<file path="src/rtl/spi_pkg.sv">
// Shared types for the SPI shift engine: FSM states and the latched SPI mode.
package spi_pkg;

    typedef enum logic [1:0] {
        IDLE  = 2'd0,
        SETUP = 2'd1,
        SHIFT = 2'd2,
        HOLD  = 2'd3
    } spi_state_t;

    typedef struct packed {
        logic cpol;
        logic cpha;
    } spi_mode_t;

endpackage

</file>
<file path="src/rtl/spi_shift_engine.sv">
// SPI master shift engine: one DATA_WIDTH word per transfer, SCLK half-periods
// paced by prescaler ticks, full-duplex MOSI/MISO with selectable bit order.
module spi_shift_engine
    import spi_pkg::*;
#(
    parameter int DATA_WIDTH = 8,
    parameter bit LSB_FIRST  = 1'b0
) (
    input  logic                  clk_i,
    input  logic                  rst_ni,
    input  logic                  tick_hi_i,
    input  logic                  tick_lo_i,
    input  logic                  cpol_i,
    input  logic                  cpha_i,
    input  logic                  tx_valid_i,
    output logic                  tx_ready_o,
    input  logic [DATA_WIDTH-1:0] tx_data_i,
    output logic                  rx_valid_o,
    output logic [DATA_WIDTH-1:0] rx_data_o,
    output logic                  busy_o,
    output logic                  sclk_o,
    output logic                  mosi_o,
    input  logic                  miso_i,
    output logic                  cs_n_o
);

    localparam int            CW        = $clog2(2*DATA_WIDTH) + 1;
    localparam logic [CW-1:0] LAST_EDGE = CW'(2*DATA_WIDTH - 1);

    spi_state_t            r_state, w_state_nx;
    spi_mode_t             r_mode;
    logic [CW-1:0]         r_edge_cnt;
    logic [DATA_WIDTH-1:0] r_tx, r_rx, r_rx_data;
    logic                  r_sclk, r_mosi, r_cs_n, r_rx_valid;

    logic                  w_tick, w_accept, w_edge, w_done, w_last;
    logic                  w_leading, w_sample, w_drive;
    logic [DATA_WIDTH-1:0] w_tx_shifted, w_rx_shifted;
    logic                  w_tx_first, w_tx_next, w_data_first;

    // Both prescaler pulses collapse into one tick, so an illegal overlap still advances once.
    assign w_tick    = tick_hi_i | tick_lo_i;
    assign w_last    = (r_edge_cnt == LAST_EDGE);
    assign w_leading = ~r_edge_cnt[0];
    // CPHA=0 samples on leading edges and drives on trailing; CPHA=1 is the mirror.
    assign w_sample  = w_edge & (w_leading ^ r_mode.cpha);
    assign w_drive   = w_edge & ~(w_leading ^ r_mode.cpha);

    // Bit-order dependent views of the shift registers.
    assign w_tx_shifted = LSB_FIRST ? {1'b0, r_tx[DATA_WIDTH-1:1]} : {r_tx[DATA_WIDTH-2:0], 1'b0};
    assign w_rx_shifted = LSB_FIRST ? {miso_i, r_rx[DATA_WIDTH-1:1]} : {r_rx[DATA_WIDTH-2:0], miso_i};
    assign w_tx_first   = LSB_FIRST ? r_tx[0] : r_tx[DATA_WIDTH-1];
    assign w_tx_next    = LSB_FIRST ? r_tx[1] : r_tx[DATA_WIDTH-2];
    assign w_data_first = LSB_FIRST ? tx_data_i[0] : tx_data_i[DATA_WIDTH-1];

    assign tx_ready_o = (r_state == IDLE);
    assign busy_o     = (r_state != IDLE);
    assign sclk_o     = r_sclk;
    assign mosi_o     = r_mosi;
    assign cs_n_o     = r_cs_n;
    assign rx_valid_o = r_rx_valid;
    assign rx_data_o  = r_rx_data;

    // State register.
    always_ff @(posedge clk_i or negedge rst_ni) begin
        if (!rst_ni) r_state <= IDLE;
        else         r_state <= w_state_nx;
    end

    // Next-state logic and per-cycle strobes; ticks in IDLE are never consumed.
    always_comb begin
        w_state_nx = r_state;
        w_accept   = 1'b0;
        w_edge     = 1'b0;
        w_done     = 1'b0;
        unique case (r_state)
            IDLE: begin
                if (tx_valid_i) begin
                    w_accept   = 1'b1;
                    w_state_nx = SETUP;
                end
            end
            SETUP: begin
                if (w_tick) w_state_nx = SHIFT;
            end
            SHIFT: begin
                if (w_tick) begin
                    w_edge = 1'b1;
                    if (w_last) w_state_nx = HOLD;
                end
            end
            HOLD: begin
                if (w_tick) begin
                    w_done     = 1'b1;
                    w_state_nx = IDLE;
                end
            end
            default: w_state_nx = IDLE;
        endcase
    end

    // Serial datapath: SCLK generation, edge counting, tx/rx shifting, word hand-off.
    always_ff @(posedge clk_i or negedge rst_ni) begin
        if (!rst_ni) begin
            r_mode     <= '0;
            r_edge_cnt <= '0;
            r_tx       <= '0;
            r_rx       <= '0;
            r_rx_data  <= '0;
            r_sclk     <= 1'b0;
            r_mosi     <= 1'b0;
            r_cs_n     <= 1'b1;
            r_rx_valid <= 1'b0;
        end else begin
            r_rx_valid <= 1'b0;
            unique case (r_state)
                IDLE: begin
                    r_sclk <= cpol_i;
                    if (w_accept) begin
                        r_tx       <= tx_data_i;
                        r_rx       <= '0;
                        r_mode     <= '{cpol: cpol_i, cpha: cpha_i};
                        r_cs_n     <= 1'b0;
                        r_edge_cnt <= '0;
                        // CPHA=0 needs the first bit on the wire before the first leading edge.
                        if (!cpha_i) r_mosi <= w_data_first;
                    end
                end
                SETUP: begin
                    if (w_tick) r_edge_cnt <= '0;
                end
                SHIFT: begin
                    if (w_edge) begin
                        r_sclk     <= ~r_sclk;
                        r_edge_cnt <= r_edge_cnt + 1'b1;
                        if (w_sample) r_rx <= w_rx_shifted;
                        if (w_drive) begin
                            if (r_mode.cpha) begin
                                r_mosi <= w_tx_first;
                                r_tx   <= w_tx_shifted;
                            end else if (!w_last) begin
                                r_mosi <= w_tx_next;
                                r_tx   <= w_tx_shifted;
                            end
                        end
                    end
                end
                HOLD: begin
                    if (w_done) begin
                        r_cs_n     <= 1'b1;
                        r_rx_data  <= r_rx;
                        r_rx_valid <= 1'b1;
                        r_edge_cnt <= '0;
                    end
                end
                default: ;
            endcase
        end
    end

endmodule

</file>
<file path="config.mk">
export PLATFORM = sky130hd
export DESIGN_NAME = spi_shift_engine
export DESIGN_NICKNAME = d
export VERILOG_FILES = /design/src/rtl/spi_pkg.sv /design/src/rtl/spi_shift_engine.sv
export SDC_FILE = /design/constraint.sdc
export NUM_CORES = 1
export LEC_CHECK = 0
export BUFFER_PORTS_ARGS = -buffer_cell sky130_fd_sc_hd__buf_2
export CORE_AREA = 5 5 73 75
export DETAILED_ROUTE_END_ITERATION = 7
export DIE_AREA = 0 0 78 80
export GPL_ROUTABILITY_DRIVEN = 0
export PLACE_DENSITY_LB_ADDON = 0.08
export SLEW_MARGIN = 20
export SYNTH_ARGS = -nofsm -noshare
export SYNTH_HDL_FRONTEND = slang
export SYNTH_SLANG_ARGS = --single-unit
</file>
<file path="constraint.sdc">
create_clock -name clk_i -period 7.35 [get_ports clk_i]
set_clock_uncertainty 0.05 [all_clocks]
set_input_delay 1.47 -clock clk_i [delete_from_list [all_inputs] [get_ports clk_i]]
set_output_delay 1.47 -clock clk_i [all_outputs]
set_load 0.01 [all_outputs]
</file>
==> qor.yml, run 1 <==
outcome:
  outcome: "finished clean"
sta:
  period_needed_ns: 2.92
  setup_viol_count_final: 0
  fin_hold_ws_ns: 0.450
  final-max-slew-violation-count: 0
  finalHoldViolCount: 0
  finalSetupTns_ns: 0
  rsz0062_at_grt: "false"
  finalCritPeriodShare_pct: 39.7
  fmax_mhz: 343
  slew_headroom_pct: 40.9
  worst_slew_pin_slew_ns: 0.880
  setup_ws_ns: 4.43
clock_tree:
  cts_resized: 0
  clock_latency_ns: 0.28
  numCtsBuffers: 5
  cts.sinks: 36
  hold_buffers: 0
  post-cts-setup-buffers: 0
  cts.clk_slew.worst_paths_ns: 0.07
  cts_tree: "built"
  cts_root_buf: "clkbuf_8"
  clockBufferDepth: 2
  htree_num_levels: 2
routing:
  wl_um: 3540
  dr.pass1.iters: 4
  drt_iter0_markers: 48
  route.detailed.drc: 0
  ant_nets: 0
  vias_per_cell: 5.24
  num_vias: 1332
  avgRoutedWirePerCell_um: 13.9
min_path:
  hold_path_class: "reg -> reg"
  min_to: "rx_data_o[4]"
  worstHoldStart: "rx_data_o[4]"
  hold_path_depth: 1
die:
  io_pins: 30
  core-area_um2: 4600
  die_area_um2: 6240
  dieWidth_um: 78
  rows: 25
  start_util_pct: 38.9
  fp.dieH_um: 80
placed_design:
  dpl_cell_area_um2: 1970
  io_buffers: 29
  placed_cells: 246
  dp_hpwl_um: 2440
  dp_slack_ns: 4.35
finish:
  fin_util_pct: 44.8
  layoutNonFillerInstCount: 254
  fin_nets: 221
  synthToLayoutAreaGrowth_pct: 15.3
  fin_area_um2: 2060
  insertedDiodeCount: 0
  final_layout_size_suffix_gt1_share_pct: 27.5
global_routing:
  grt_pass1_wl_um: 6040
  overflow: 0
  grt_usage_pct: 12.2
  grt_max_degree: 37
  grt_pass1_vias: 1305
  antenna_found_initial: 0
synth:
  synth_area_um2: 1790
  synthCells: 170
  synthArstFlopShare_pct: 100
  synthFlopType: "dfrtp_1"
  synth-seq-cells: 36
  synth_area_leaders: "dfrtp_1, mux2_2, mux2i_1"
  synth_top_area_share_pct: 49.0
  synth_edf_count: 0
  yosysSeqAreaShare_pct: 50.5
  synth_cell_type_count: 37
  ys_warn_count: 0
  yosysTopAreaCell: "dfrtp_1"
  synth_commonest_cells: "dfrtp_1, nand2_1, a21oi_1, nand3_1, nor2_1"
  syn_avg_cell_area_um2: 10.5
  syn_nets: 192
  yosysMostFrequentCell: "dfrtp_1"
critical_path:
  cp.arrival_ns: 1.40
  endpoint_kind: "primary output"
  critPathLaunchType: "register"
  worstPathRequired_ns: 5.83
  timing.rr.end: "mosi_o"
  critPathMaxFanout: 9
  worstRegToRegCells: 7
  r2r_slack_ns: 4.59
  r2r-start: "r_edge_cnt[0]"
  critPathKind: "reg -> out"
power:
  p_leak_nw: 0.963
  p_per_area_nw_per_um2: 425
  ir_drop_v: 0.000191
  power_mw: 0.876
flow_run:
  drv_cap: 0
cell type report:
type / instances / area, µm²
tap: 54 / 67.6
inverter: 7 / 26.3
sequential: 36 / 902
clock buffer: 8 / 90.1
fill: 446 / 2540
multi-input combinational: 118 / 815
timing repair buffer: 31 / 160
critical path, stage by stage (launching register included):
cell and delay, ns:
dfrtp_1 0.41, inv_1 0.09, ha_1 0.35, inv_1 0.10
buf_2 0.15
power breakdown:
part	switching, mW	internal [mW]
Clock	0.0657	0.0764
Sequential	0.0541	0.279
Combinational	0.229	0.171
placed cells by master, fill, tap and decap left out, types with 2 or more instances in the layout:
cell / Yosys / layout
buf_2: 3 / 29
buf_4: 0 / 2
mux2i_1: 9 / 9
a21oi_1: 12 / 12
ha_1: 6 / 6
o221ai_1: 8 / 8
mux2_2: 11 / 11
clkbuf_8: 0 / 6
nand2_1: 24 / 24
o21ai_0: 2 / 2
nor2_1: 12 / 12
nor2b_1: 2 / 2
dfrtp_1: 35 / 35
nand3_1: 12 / 12
clkbuf_1: 4 / 2
inv_1: 7 / 7
how the worst max path moves through the flow:
| stage | startpoint | slack (ns) | cells after the start | end |
|---|---|---|---|---|
| 2_1_floorplan | tick_lo_i | 4.67 | 5 | r_rx[1] |
| 4_1_cts | r_state[0] | 4.41 | 4 | busy_o |
| 3_3_place_gp | tx_valid_i | 4.42 | 5 | mosi_o |
| 6_report | r_state[0] | 4.43 | 4 | busy_o |
| 3_5_place_dp | tick_lo_i | 4.35 | 4 | r_state[1] |
| 5_1_grt | r_state[1] | 4.34 | 4 | busy_o |
flip-flops by register name (all words and copies together) (netlist names):
signal      flops
r_tx            8
r_rx            8
mosi_o          1
r_mode          1
r_edge_cnt      5
rx_valid_o      1
cs_n_o          1
rx_data_o       8
r_state         2
sclk_o          1
metal layers:
metal,GRT usage [%],vias to the layer above,part of all wire [%],wire (µm)
li1,-,658,-,-
met1,15.2,635,45,1580
met2,19.7,35,48,1700
met3,4.51,4,6.1,217
met4,3.89,0,1.0,36
met5,0,-,0,0
cells by family (layout without fill, tap and decap cells):
family                     Yosys count  after routing  share of synthesized area [%]
DFF                                 36             36                           50.5
muxes                               21             21                           12.8
xor gates and xnor gates             2              2                          0.980
adders and majority gates            6              6                           4.20
AOI/OAI and AO/OA                   29             29                           11.9
buffers and inverters               16             46                           3.99
and+or+nand+nor                     60             60                           15.7
Note: power is estimated with default switching activity, not from simulation.
==> run 2: changes to the inputs <==
==> constraint.sdc (replaced) <==
create_clock -name clk_i -period 2.7 [get_ports clk_i]
set_clock_uncertainty 0.05 [all_clocks]
set_input_delay 0.54 -clock clk_i [delete_from_list [all_inputs] [get_ports clk_i]]
set_output_delay 0.54 -clock clk_i [all_outputs]
set_load 0.01 [all_outputs]
==> run 2 against run 1 <==
First-iteration DRC count down 15%. Worst setup slack worse by 4.1 ns. Combinational power increased to 2.8 times the previous value. Cell count grew 1.2%. Clock power increased to 2.8 times the previous value. Core utilization grew 0.54 points. Power grew to 2.8 times the previous value. Global-route usage rose by 0.15 points. Critical endpoint is now r_tx[3]. Largest cell class unchanged.
==> qor.yml, run 2 (synthesis gave the netlist of run 1 again) <==
outcome:
  outcome: "finished clean"
sta:
  setup_ws_ns: 0.317  # -4.11 ns
  final-max-slew-violation-count: 0  # unchanged
  slew_headroom_pct: 45.6  # +4.6 points
  setup_viol_count_final: 0  # unchanged
  finalCritPeriodShare_pct: 88.3
  finalHoldViolCount: 0  # unchanged
  worst_slew_pin_slew_ns: 0.816  # -0.0636 ns
  rsz0062_at_grt: "false"
  period_needed_ns: 2.38
  finalSetupTns_ns: 0  # unchanged
  fmax_mhz: 420
routing:
  vias_per_cell: 5.12  # -2.3%
  drt_iter0_markers: 41  # -15%
  wl_um: 3550  # +0.23%
  route.detailed.drc: 0  # unchanged
  num_vias: 1317  # -1.1%
  avgRoutedWirePerCell_um: 13.8  # -0.94%
  ant_nets: 0  # unchanged
  dr.pass1.iters: 4  # unchanged
critical_path:
  crit_chain: "ha_1 -> and3_1 -> ha_1 -> or3b_4 -> a311oi_4 -> buf_4 -> nor2_1 -> a21oi_1"
  cp.arrival_ns: 2.54  # +1.14 ns
  cp_slowest_stage_delay_ns: 0.44  # +0.03 ns
  worstPathRequired_ns: 2.86  # -2.97 ns
  crit_top_cell: "ha_1"
  timing.rr.end: "r_tx[3]"
  r2r_slack_ns: 0.32  # -4.27 ns
  r2r-start: "r_edge_cnt[0]"
  critPathKind: "reg -> reg"
  startpoint: "r_edge_cnt[0]"
  critPathMaxFanout: 14  # +5
  worstRegToRegCells: 8  # +1
  endpoint_kind: "register"
  critPathLaunchType: "register"
  critPathSlowestCell: "dfrtp_1"
clock_tree:
  clock_latency_ns: 0.29  # about the same
  hold_buffers: 0  # unchanged
  cts_tree: "built"
  htree_num_levels: 2  # unchanged
  cts_resized: 0  # unchanged
  clockBufferDepth: 2  # unchanged
  cts.sinks: 36  # unchanged
  post-cts-setup-buffers: 0  # unchanged
  numCtsBuffers: 5  # unchanged
  cts_root_buf: "clkbuf_8"
  cts.clk_slew.worst_paths_ns: 0.07  # about the same
finish:
  layout_commonest_cell: "dfrtp_1"
  fin_nets: 224  # +1.4%
  final_layout_size_suffix_gt1_share_pct: 29.6  # +2.1 points
  synthToLayoutAreaGrowth_pct: 16.7
  final_cell_mix: "dfrtp_1, buf_2, nand2_1"
  insertedDiodeCount: 0  # unchanged
global_routing:
  grt_usage_pct: 12.4  # +0.15 points
  overflow: 0  # unchanged
  antenna_found_initial: 0  # unchanged
  grt_pass1_vias: 1335  # +2.3%
  grt_max_degree: 40  # +8.1%
  grt_pass1_wl_um: 6120  # +1.4%
power:
  p_leak_nw: 0.983  # +2.1%
  ir_drop_v: 0.000368  # +93%
  p_per_area_nw_per_um2: 1160  # +170%
placed_design:
  io_buffers: 29  # unchanged
  dp_slack_ns: 0.347  # -4.00 ns
  dp_hpwl_um: 2460  # +1.1%
die:
  dieWidth_um: 78  # unchanged
  die_area_um2: 6240  # unchanged
  fp.dieH_um: 80  # unchanged
  rows: 25  # unchanged
  io_pins: 30  # unchanged
  core-area_um2: 4600  # unchanged
  start_util_pct: 38.9  # unchanged
min_path:
  hold_path_class: "in -> async"
flow_run:
  drv_cap: 0  # unchanged
## run 2: cell types whose count changed in the layout (fill, tap and decap cells not counted), sizes merged
cell    delta
clkbuf     -2
buf        +3
clkinv     +2
## run 2: worst max-delay path, delay by kind of cell, from the launching register on
kind / cells / cell delay, ns
and+or+nand+nor: 3 / 0.62
AOI/OAI and AO/OA: 2 / 0.47
adders and majority gates: 2 / 0.46
DFF: 1 / 0.44
buffers and inverters: 1 / 0.25
## run 2: worst max-delay path by stage
stage / endpoint / slack [ns] / cells past startpoint
floorplan: mosi_o / 0.36 / 7
global placement: mosi_o / 0.42 / 7
detailed placement: r_tx[4] / 0.35 / 8
CTS: r_tx[3] / 0.31 / 8
global route: r_tx[3] / 0.18 / 8
finish: r_tx[3] / 0.32 / 8
## run 2: layer usage
layer / vias up / part of all wire (%) / track usage (%)
met2: 26 / 47 / 20.3
met5: - / 0 / 0
met1: 625 / 44 / 14.2
met3: 7 / 7.0 / 5.87
li1: 659 / - / -
met4: 0 / 1.5 / 4.05
## run 2: area by class of cell
| cell class | count | area (µm²) |
|---|---|---|
| Clock buffer | 6 | 82.6 |
| Inverter | 7 | 26.3 |
| Clock inverter | 2 | 10.0 |
| Timing Repair Buffer | 34 | 183 |
| Fill cell | 475 | 2510 |
| Tap cell | 54 | 67.6 |
| Sequential cell | 36 | 902 |
| Multi-Input combinational cell | 118 | 815 |
## run 2: per-stage QoR
step                total power [mW]  cells  utilization [%]  hold WS (ns)  area [µm²]
finish                          2.42    257             45.4         0.290        2090
global route                    2.63    257             45.4         0.355        2090
CTS                             2.45    257             45.4         0.322        2090
detailed placement              2.05    249             43.3         0.430        1990
global placement                2.02    249             43.3         0.424        1990
floorplan                       1.75    170                -         0.194        1790
## run 2: where the power goes
part	leakage, nW	internal (mW)	switching (mW)
sequential	0.461	0.761	0.153
combinational	0.471	0.485	0.625
clock	0.0510	0.203	0.189
